`src/rtl/imager_capture_sequencer_if.sv`:
```
// Camera-side handshake bundle between the capture sequencer and its stonyman controllers.
interface imager_capture_sequencer_if #(
    parameter int NUM_CAMS = 2
);
    logic [NUM_CAMS-1:0] frame_capture_start;
    logic [NUM_CAMS-1:0] frame_capture_done;
    logic [NUM_CAMS-1:0] cam_reset;

    modport master (
        output frame_capture_start,
        output cam_reset,
        input  frame_capture_done
    );

    modport slave (
        input  frame_capture_start,
        input  cam_reset,
        output frame_capture_done
    );
endinterface

```
`src/rtl/imager_capture_sequencer.sv`:
```
// Frame-capture scheduler for NUM_CAMS stonyman channels (sequential or simultaneous, with per-capture timeout).
// Optional macro CAPTURE_LATENCY_EN: when defined, last_latency reports start-to-done cycles of the last capture.
module imager_capture_sequencer #(
    parameter int NUM_CAMS  = 2,
    parameter int PERIOD_W  = 24,
    parameter int TIMEOUT_W = 24,
    parameter int CNT_W     = 16,
    localparam int AW       = (NUM_CAMS > 1) ? $clog2(NUM_CAMS) : 1
) (
    input  logic                      clk,
    input  logic                      reset,
    input  logic                      enable,
    input  logic                      mode,
    input  logic [NUM_CAMS-1:0]       cam_mask,
    input  logic [PERIOD_W-1:0]       period,
    input  logic [TIMEOUT_W-1:0]      timeout,
    input  logic                      clear_flags,
    imager_capture_sequencer_if.master cam,
    output logic [NUM_CAMS-1:0]       timeout_flags,
    output logic                      seq_done,
    output logic                      busy,
    output logic [AW-1:0]             active_cam,
    output logic [CNT_W-1:0]          seq_count,
    output logic [TIMEOUT_W-1:0]      last_latency
);

    typedef enum logic [2:0] {
        IDLE,
        START,
        WAIT_DONE,
        RECOVER,
        WAIT_PERIOD
    } state_t;

    localparam logic [TIMEOUT_W:0] TIMEOUT_ONE = 1;
    localparam logic [PERIOD_W:0]  PERIOD_ONE  = 1;

    state_t                state, state_n;
    logic [NUM_CAMS-1:0]   mask_q, mask_n;
    logic                  mode_q, mode_n;
    logic [NUM_CAMS-1:0]   pending, pending_n;
    logic [AW-1:0]         active_q, active_n;
    logic [TIMEOUT_W-1:0]  tcount;
    logic [PERIOD_W-1:0]   pcount;
    logic                  seq_start;
    logic                  seq_end;

    logic [NUM_CAMS-1:0]   active_bit;
    logic [NUM_CAMS-1:0]   accepted;
    logic [NUM_CAMS-1:0]   remaining;
    logic [NUM_CAMS-1:0]   recover_set;
    logic [NUM_CAMS-1:0]   rec_remaining;
    logic                  expired;
    logic                  period_reached;

    function automatic logic [AW-1:0] lowest_index(input logic [NUM_CAMS-1:0] v);
        logic [AW-1:0] idx;
        idx = '0;
        for (int i = NUM_CAMS - 1; i >= 0; i--) begin
            if (v[i]) begin
                idx = AW'(i);
            end
        end
        return idx;
    endfunction

    // Done pulses count only on pending channels, and only on the active one in sequential mode.
    assign active_bit    = NUM_CAMS'(1) << active_q;
    assign accepted      = cam.frame_capture_done & pending & (mode_q ? {NUM_CAMS{1'b1}} : active_bit);
    assign remaining     = pending & ~accepted;
    assign recover_set   = mode_q ? pending : (pending & active_bit);
    assign rec_remaining = pending & ~recover_set;

    // Both counters read 0 in the START cycle, so comparing count+1 fires exactly N cycles after the start pulse.
    assign expired        = (timeout != '0) && (({1'b0, tcount} + TIMEOUT_ONE) >= {1'b0, timeout});
    assign period_reached = (({1'b0, pcount} + PERIOD_ONE) >= {1'b0, period});

    always_comb begin
        state_n   = state;
        mask_n    = mask_q;
        mode_n    = mode_q;
        pending_n = pending;
        active_n  = active_q;
        seq_start = 1'b0;
        seq_end   = 1'b0;

        case (state)
            IDLE: begin
                if (enable && (cam_mask != '0)) begin
                    seq_start = 1'b1;
                end
            end
            START: begin
                state_n = WAIT_DONE;
            end
            WAIT_DONE: begin
                if (accepted != '0) begin
                    pending_n = remaining;
                    if (remaining == '0) begin
                        seq_end = 1'b1;
                    end else if (!mode_q) begin
                        active_n = lowest_index(remaining);
                        state_n  = START;
                    end
                end else if (expired) begin
                    state_n = RECOVER;
                end
            end
            RECOVER: begin
                pending_n = rec_remaining;
                if (rec_remaining == '0) begin
                    seq_end = 1'b1;
                end else begin
                    active_n = lowest_index(rec_remaining);
                    state_n  = START;
                end
            end
            WAIT_PERIOD: begin
                if (period_reached) begin
                    if (enable && (cam_mask != '0)) begin
                        seq_start = 1'b1;
                    end else begin
                        state_n = IDLE;
                    end
                end
            end
            default: begin
                state_n = IDLE;
            end
        endcase

        if (seq_start) begin
            state_n   = START;
            mask_n    = cam_mask;
            mode_n    = mode;
            pending_n = cam_mask;
            active_n  = lowest_index(cam_mask);
        end
        if (seq_end) begin
            state_n = WAIT_PERIOD;
        end
    end

    // Period counter restarts only at a sequence start so the period spans whole sequences.
    always_ff @(posedge clk) begin
        if (!reset) begin
            state         <= IDLE;
            mask_q        <= '0;
            mode_q        <= 1'b0;
            pending       <= '0;
            active_q      <= '0;
            tcount        <= '0;
            pcount        <= '0;
            timeout_flags <= '0;
            seq_done      <= 1'b0;
            seq_count     <= '0;
        end else begin
            state    <= state_n;
            mask_q   <= mask_n;
            mode_q   <= mode_n;
            pending  <= pending_n;
            active_q <= active_n;
            seq_done <= seq_end;

            if (state_n == START) begin
                tcount <= '0;
            end else if (((state == START) || (state == WAIT_DONE)) && (tcount != '1)) begin
                tcount <= tcount + TIMEOUT_W'(1);
            end

            if (seq_start) begin
                pcount <= '0;
            end else if (pcount != '1) begin
                pcount <= pcount + PERIOD_W'(1);
            end

            timeout_flags <= (timeout_flags & ~{NUM_CAMS{clear_flags}})
                           | ((state == RECOVER) ? recover_set : '0);

            if (seq_end) begin
                seq_count <= seq_count + CNT_W'(1);
            end
        end
    end

`ifdef CAPTURE_LATENCY_EN
    logic latency_load;

    // Simultaneous mode keeps only the latency of the final done of the sequence.
    assign latency_load = (state == WAIT_DONE) && (accepted != '0) && (!mode_q || (remaining == '0));

    always_ff @(posedge clk) begin
        if (!reset) begin
            last_latency <= '0;
        end else if (latency_load) begin
            last_latency <= tcount;
        end
    end
`else
    assign last_latency = '0;
`endif

    assign cam.frame_capture_start = (state == START) ? (mode_q ? mask_q : active_bit) : '0;
    assign cam.cam_reset           = (state == RECOVER) ? recover_set : '0;
    assign busy                    = (state != IDLE);
    assign active_cam              = mode_q ? '0 : active_q;

endmodule

```
`src/flat_wrapper.sv`:
```
// flat-port wrapper written by rule: the top's interface ports become plain ports
module imager_capture_sequencer_flat 
#(
    parameter int NUM_CAMS  = 2,
    parameter int PERIOD_W  = 24,
    parameter int TIMEOUT_W = 24,
    parameter int CNT_W     = 16,
    localparam int AW       = (NUM_CAMS > 1) ? $clog2(NUM_CAMS) : 1
)
  (clk, reset, enable, mode, cam_mask, period, timeout, clear_flags, timeout_flags, seq_done, busy, active_cam, seq_count, last_latency, cam_frame_capture_start, cam_cam_reset, cam_frame_capture_done);
  imager_capture_sequencer_if #(.NUM_CAMS(NUM_CAMS)) cam_i ();
  input  logic clk;
  input  logic reset;
  input  logic enable;
  input  logic mode;
  input  logic [NUM_CAMS-1:0] cam_mask;
  input  logic [PERIOD_W-1:0] period;
  input  logic [TIMEOUT_W-1:0] timeout;
  input  logic clear_flags;
  output logic [NUM_CAMS-1:0] timeout_flags;
  output logic seq_done;
  output logic busy;
  output logic [AW-1:0] active_cam;
  output logic [CNT_W-1:0] seq_count;
  output logic [TIMEOUT_W-1:0] last_latency;
  output wire logic [$bits(cam_i.frame_capture_start)-1:0] cam_frame_capture_start;
  output wire logic [$bits(cam_i.cam_reset)-1:0] cam_cam_reset;
  input wire logic [$bits(cam_i.frame_capture_done)-1:0] cam_frame_capture_done;
  assign cam_frame_capture_start = cam_i.frame_capture_start;
  assign cam_cam_reset = cam_i.cam_reset;
  assign cam_i.frame_capture_done = cam_frame_capture_done;
  imager_capture_sequencer #(.NUM_CAMS(NUM_CAMS), .PERIOD_W(PERIOD_W), .TIMEOUT_W(TIMEOUT_W), .CNT_W(CNT_W)) u_core (.clk(clk), .reset(reset), .enable(enable), .mode(mode), .cam_mask(cam_mask), .period(period), .timeout(timeout), .clear_flags(clear_flags), .cam(cam_i), .timeout_flags(timeout_flags), .seq_done(seq_done), .busy(busy), .active_cam(active_cam), .seq_count(seq_count), .last_latency(last_latency));
endmodule
```
`config.mk`:
```
export PLATFORM = sky130hd
export DESIGN_NAME = imager_capture_sequencer_flat
export DESIGN_NICKNAME = d
export VERILOG_FILES = /design/src/rtl/imager_capture_sequencer_if.sv /design/src/rtl/imager_capture_sequencer.sv /design/src/flat_wrapper.sv
export SDC_FILE = /design/constraint.sdc
export NUM_CORES = 1
export LEC_CHECK = 0
export ABC_CLOCK_PERIOD_IN_PS = 3910
export BUFFER_PORTS_ARGS = -buffer_cell sky130_fd_sc_hd__buf_2
export CAP_MARGIN = 20
export CORE_ASPECT_RATIO = 2
export CORE_MARGIN = 2
export CORE_UTILIZATION = 47
export DETAILED_ROUTE_END_ITERATION = 7
export PLACE_DENSITY = 0.78
export SYNTH_ARGS = -nofsm -noshare
export SYNTH_HDL_FRONTEND = slang
export SYNTH_SLANG_ARGS = --single-unit
```
`constraint.sdc`:
```
create_clock -name clk -period 3.91 [get_ports clk]
set_clock_uncertainty 0.15 [all_clocks]
set_input_delay 0.391 -clock clk [delete_from_list [all_inputs] [get_ports clk]]
set_output_delay 0.391 -clock clk [all_outputs]
set_load 0.01 [all_outputs]
```
==> run metrics <==
Max-Cap Viols 0; pre-CTS WS 0.0490 ns; Fmax achieved 266 MHz; chip width 80.8 µm; GRT Resource Usage Total 22.6%; Logic pwr share 12.0%; Slew headroom 36.9%; most common cell after layout, fill and taps aside buf_2; Final Cycle Share 96.2%; Worst Setup Start Kind flop; CTS Buffer Depth 2; Main synth FF type dfxtp_1; Multi-input gate area 3550 µm²; Area Growth Syn to Fin 18.1%; VDD IR max 253 µV; Worst Path Arrival 3.83 ns; delay-heaviest family, CP simple AND/OR/NAND/NOR gates; Setup Viol. Count Final 0; routed len/inst 14.8 µm; port buffer count 81; Clk pin slew, worst setup/hold paths 0.06 ns; CTS Root Cell clkbuf_16; Overflow after GRT 0; Remaining DRCs 0; Async S/R FF share, synth 0%; Row Count 56; DR iter-0 viols 188; total CTS buffers 9; Pwr per Cell Area 285 nW/µm²; Min-Delay Path Class in2reg; synth unique cells 59; P_sw 488 µW; Worst Setup EP u_core.tcount[2]; Sequential Power Share 43.0%; kind of critical path reg2reg; worst hold slack 0.155 ns; post-route insts no fill 940; fraction of layout cells with a size suffix above 1 19.7%; Die Y 158 µm; dpl cells 921; r2r setup slk 0.15 ns; initial antenna violation count 0; required time of the critical path 3.98 ns; Sw Share 26.2%; Most common cell on crit path nand3_1; reg2reg end u_core.tcount[2]; largest incremental delay on the critical path 0.55 ns; Routed Antenna Nets 0; critical-path maximum fanout 24; register area share after synthesis 27.5%; Fin. Hold Viols 0; Mapped Avg Cell Area 8.02 µm²; LEAKAGE 3.18 nW; layout net count 898; clock period minus final worst setup slack 3.76 ns; GP Congestion 0.911; Post-DP HPWL 11200 µm; Antenna Cells 0; reg2reg start u_core.tcount[0]; DR pass1 iterations 4; final WL 13900 µm; fillers 1100; largest net degree at the start of global routing 26; setup ws final 0.148 ns; Post-synth EDFFs 0; Int Power 1.37 mW; H-tree depth 3; CTS tree yes; post-synthesis register bit count 76; Critical Path Slowest Stage Cell or4_1; YS warnings 0; number of cells on the critical path 14; CP Buf/Inv Count 1; Clock power frac 44.9%; Final Max Tran Viols 0; Synth Cell Area 5540 µm²; Mapped Cells 691; status finished, final reports clean; IO Pins 106; CTS Sinks 76; vias in the first global route 4918; Core Area 11600 µm²; via count 5039; Storage cell area 1520 µm²; Via density 5.36; die area 12700 µm²; initial core utilization 47.6%; CP Capture Type flop; most frequent cells in the layout buf_2 (81), inv_1 (79), dfxtp_1 (74), ha_1 (50), nand2_1 (49); cell count of the worst reg-to-reg path 14; worst-path cell chain ha_2, nand3_1, nor4_4, and2_1, nand3_1, xnor2_1, ha_1, nand3_1, or4_1, a311o_1, a31oi_2, and3_4, buf_12, nor3_1; Worst-Skew Late Latency 0.34 ns; Worst Setup SP u_core.tcount[0]; first-pass GRT wire length 22000 µm; Least-Margin Pin Slew 0.946 ns
worst min-delay path, cell delays in order:
cell	delay (ns)
buf_2	0.08
mux2i_1	0.05
nor2_1	0.08
per-stage QoR:
step / setup TNS, ns / utilization, % / total power, mW / instance area (µm²)
after floorplan: 0 / - / 0.977 / 5630
after global placement: 0 / 53.0 / 1.04 / 6160
after detailed placement: 0 / 53.0 / 1.04 / 6160
after CTS: 0 / 55.6 / 1.88 / 6460
after global routing: -0.0855 / 56.3 / 1.94 / 6540
final: 0 / 56.3 / 1.86 / 6540
area by class of cell:
class | instances | area share [%]
well taps | 145 | 2.77
clock inverters | 7 | 1.17
inverters | 80 | 4.59
clock buffers | 9 | 3.44
repair buffers | 113 | 10.4
flip-flops and latches | 76 | 23.3
multi-input cells | 510 | 54.3
state kept, by name, summed over array words and instances, names as in the netlist:
register,flops
u_core.pcount,24
u_core.mask_q,2
u_core.timeout_flags,2
u_core.mode_q,1
u_core.state,3
u_core.tcount,24
u_core.seq_count,16
u_core.pending,2
u_core.seq_done,1
u_core.active_q,1
how the worst min path moves through the flow:
stage	endpoint	slack, ns	start	depth (start not counted)
5_1_grt	u_core.mode_q	0.16	mode	3
3_3_place_gp	u_core.timeout_flags[0]	0.31	u_core.timeout_flags[0]	2
2_1_floorplan	u_core.mask_q[1]	0.31	u_core.mask_q[1]	2
3_5_place_dp	u_core.seq_count[15]	0.33	u_core.seq_count[15]	2
4_1_cts	u_core.mode_q	0.15	mode	3
6_report	u_core.mode_q	0.16	mode	3
power by group through the flow:
| stage | registers, mW | clock network, mW | logic, mW |
|---|---|---|---|
| floorplan | 0.809 | 0 | 0.168 |
| global placement | 0.817 | 0 | 0.219 |
| detailed placement | 0.818 | 0 | 0.222 |
| CTS | 0.800 | 0.852 | 0.223 |
| global route | 0.803 | 0.891 | 0.250 |
| finish | 0.802 | 0.837 | 0.224 |
timing repair:
item | CTS | global route
gates resized for setup | 0 | 15
endpoints found under the setup margin | 0 | 52
hold buffers | 0 | 0
setup buffers | 0 | 3
synth_stat cells (all sizes together), types with 7 or more instances:
| master | instances | area (µm²) |
|---|---|---|
| xnor2 | 36 | 315 |
| inv | 80 | 300 |
| clkbuf | 11 | 41.3 |
| nand2b | 10 | 70.1 |
| and3 | 12 | 75.1 |
| nor4 | 15 | 139 |
| nor2 | 47 | 176 |
| nand4 | 26 | 178 |
| buf | 37 | 264 |
| dfxtp | 76 | 1520 |
| xor2 | 42 | 368 |
| nand2 | 50 | 188 |
| nand3 | 27 | 140 |
| nor3 | 36 | 191 |
| a211oi | 7 | 65.1 |
| nor2b | 10 | 62.6 |
| mux2i | 12 | 120 |
| o21ai | 10 | 53.8 |
| a21oi | 44 | 220 |
| ha | 51 | 638 |
kinds of logic (layout without fill, tap and decap cells):
group	Yosys count	count (layout)	share of synthesized area [%]
AND/OR/NAND/NOR	249	249	24.1
AO/OA/AOI/OAI	96	96	11.4
XOR/XNOR	78	78	12.3
adder cells (fa/ha/maj)	51	51	11.5
other	1	24	0.0677
flip-flops	76	76	27.5
multiplexers	12	12	2.17
buffers and inverters	128	209	10.9
layer usage:
layer	up-vias	GRT usage, %	wire length, µm
met5	-	0	0
met4	0	16.6	957
met3	47	3.15	506
met2	160	43.0	7760
met1	2315	20.7	4720
li1	2517	-	-
(Power assumes the default switching activity.)
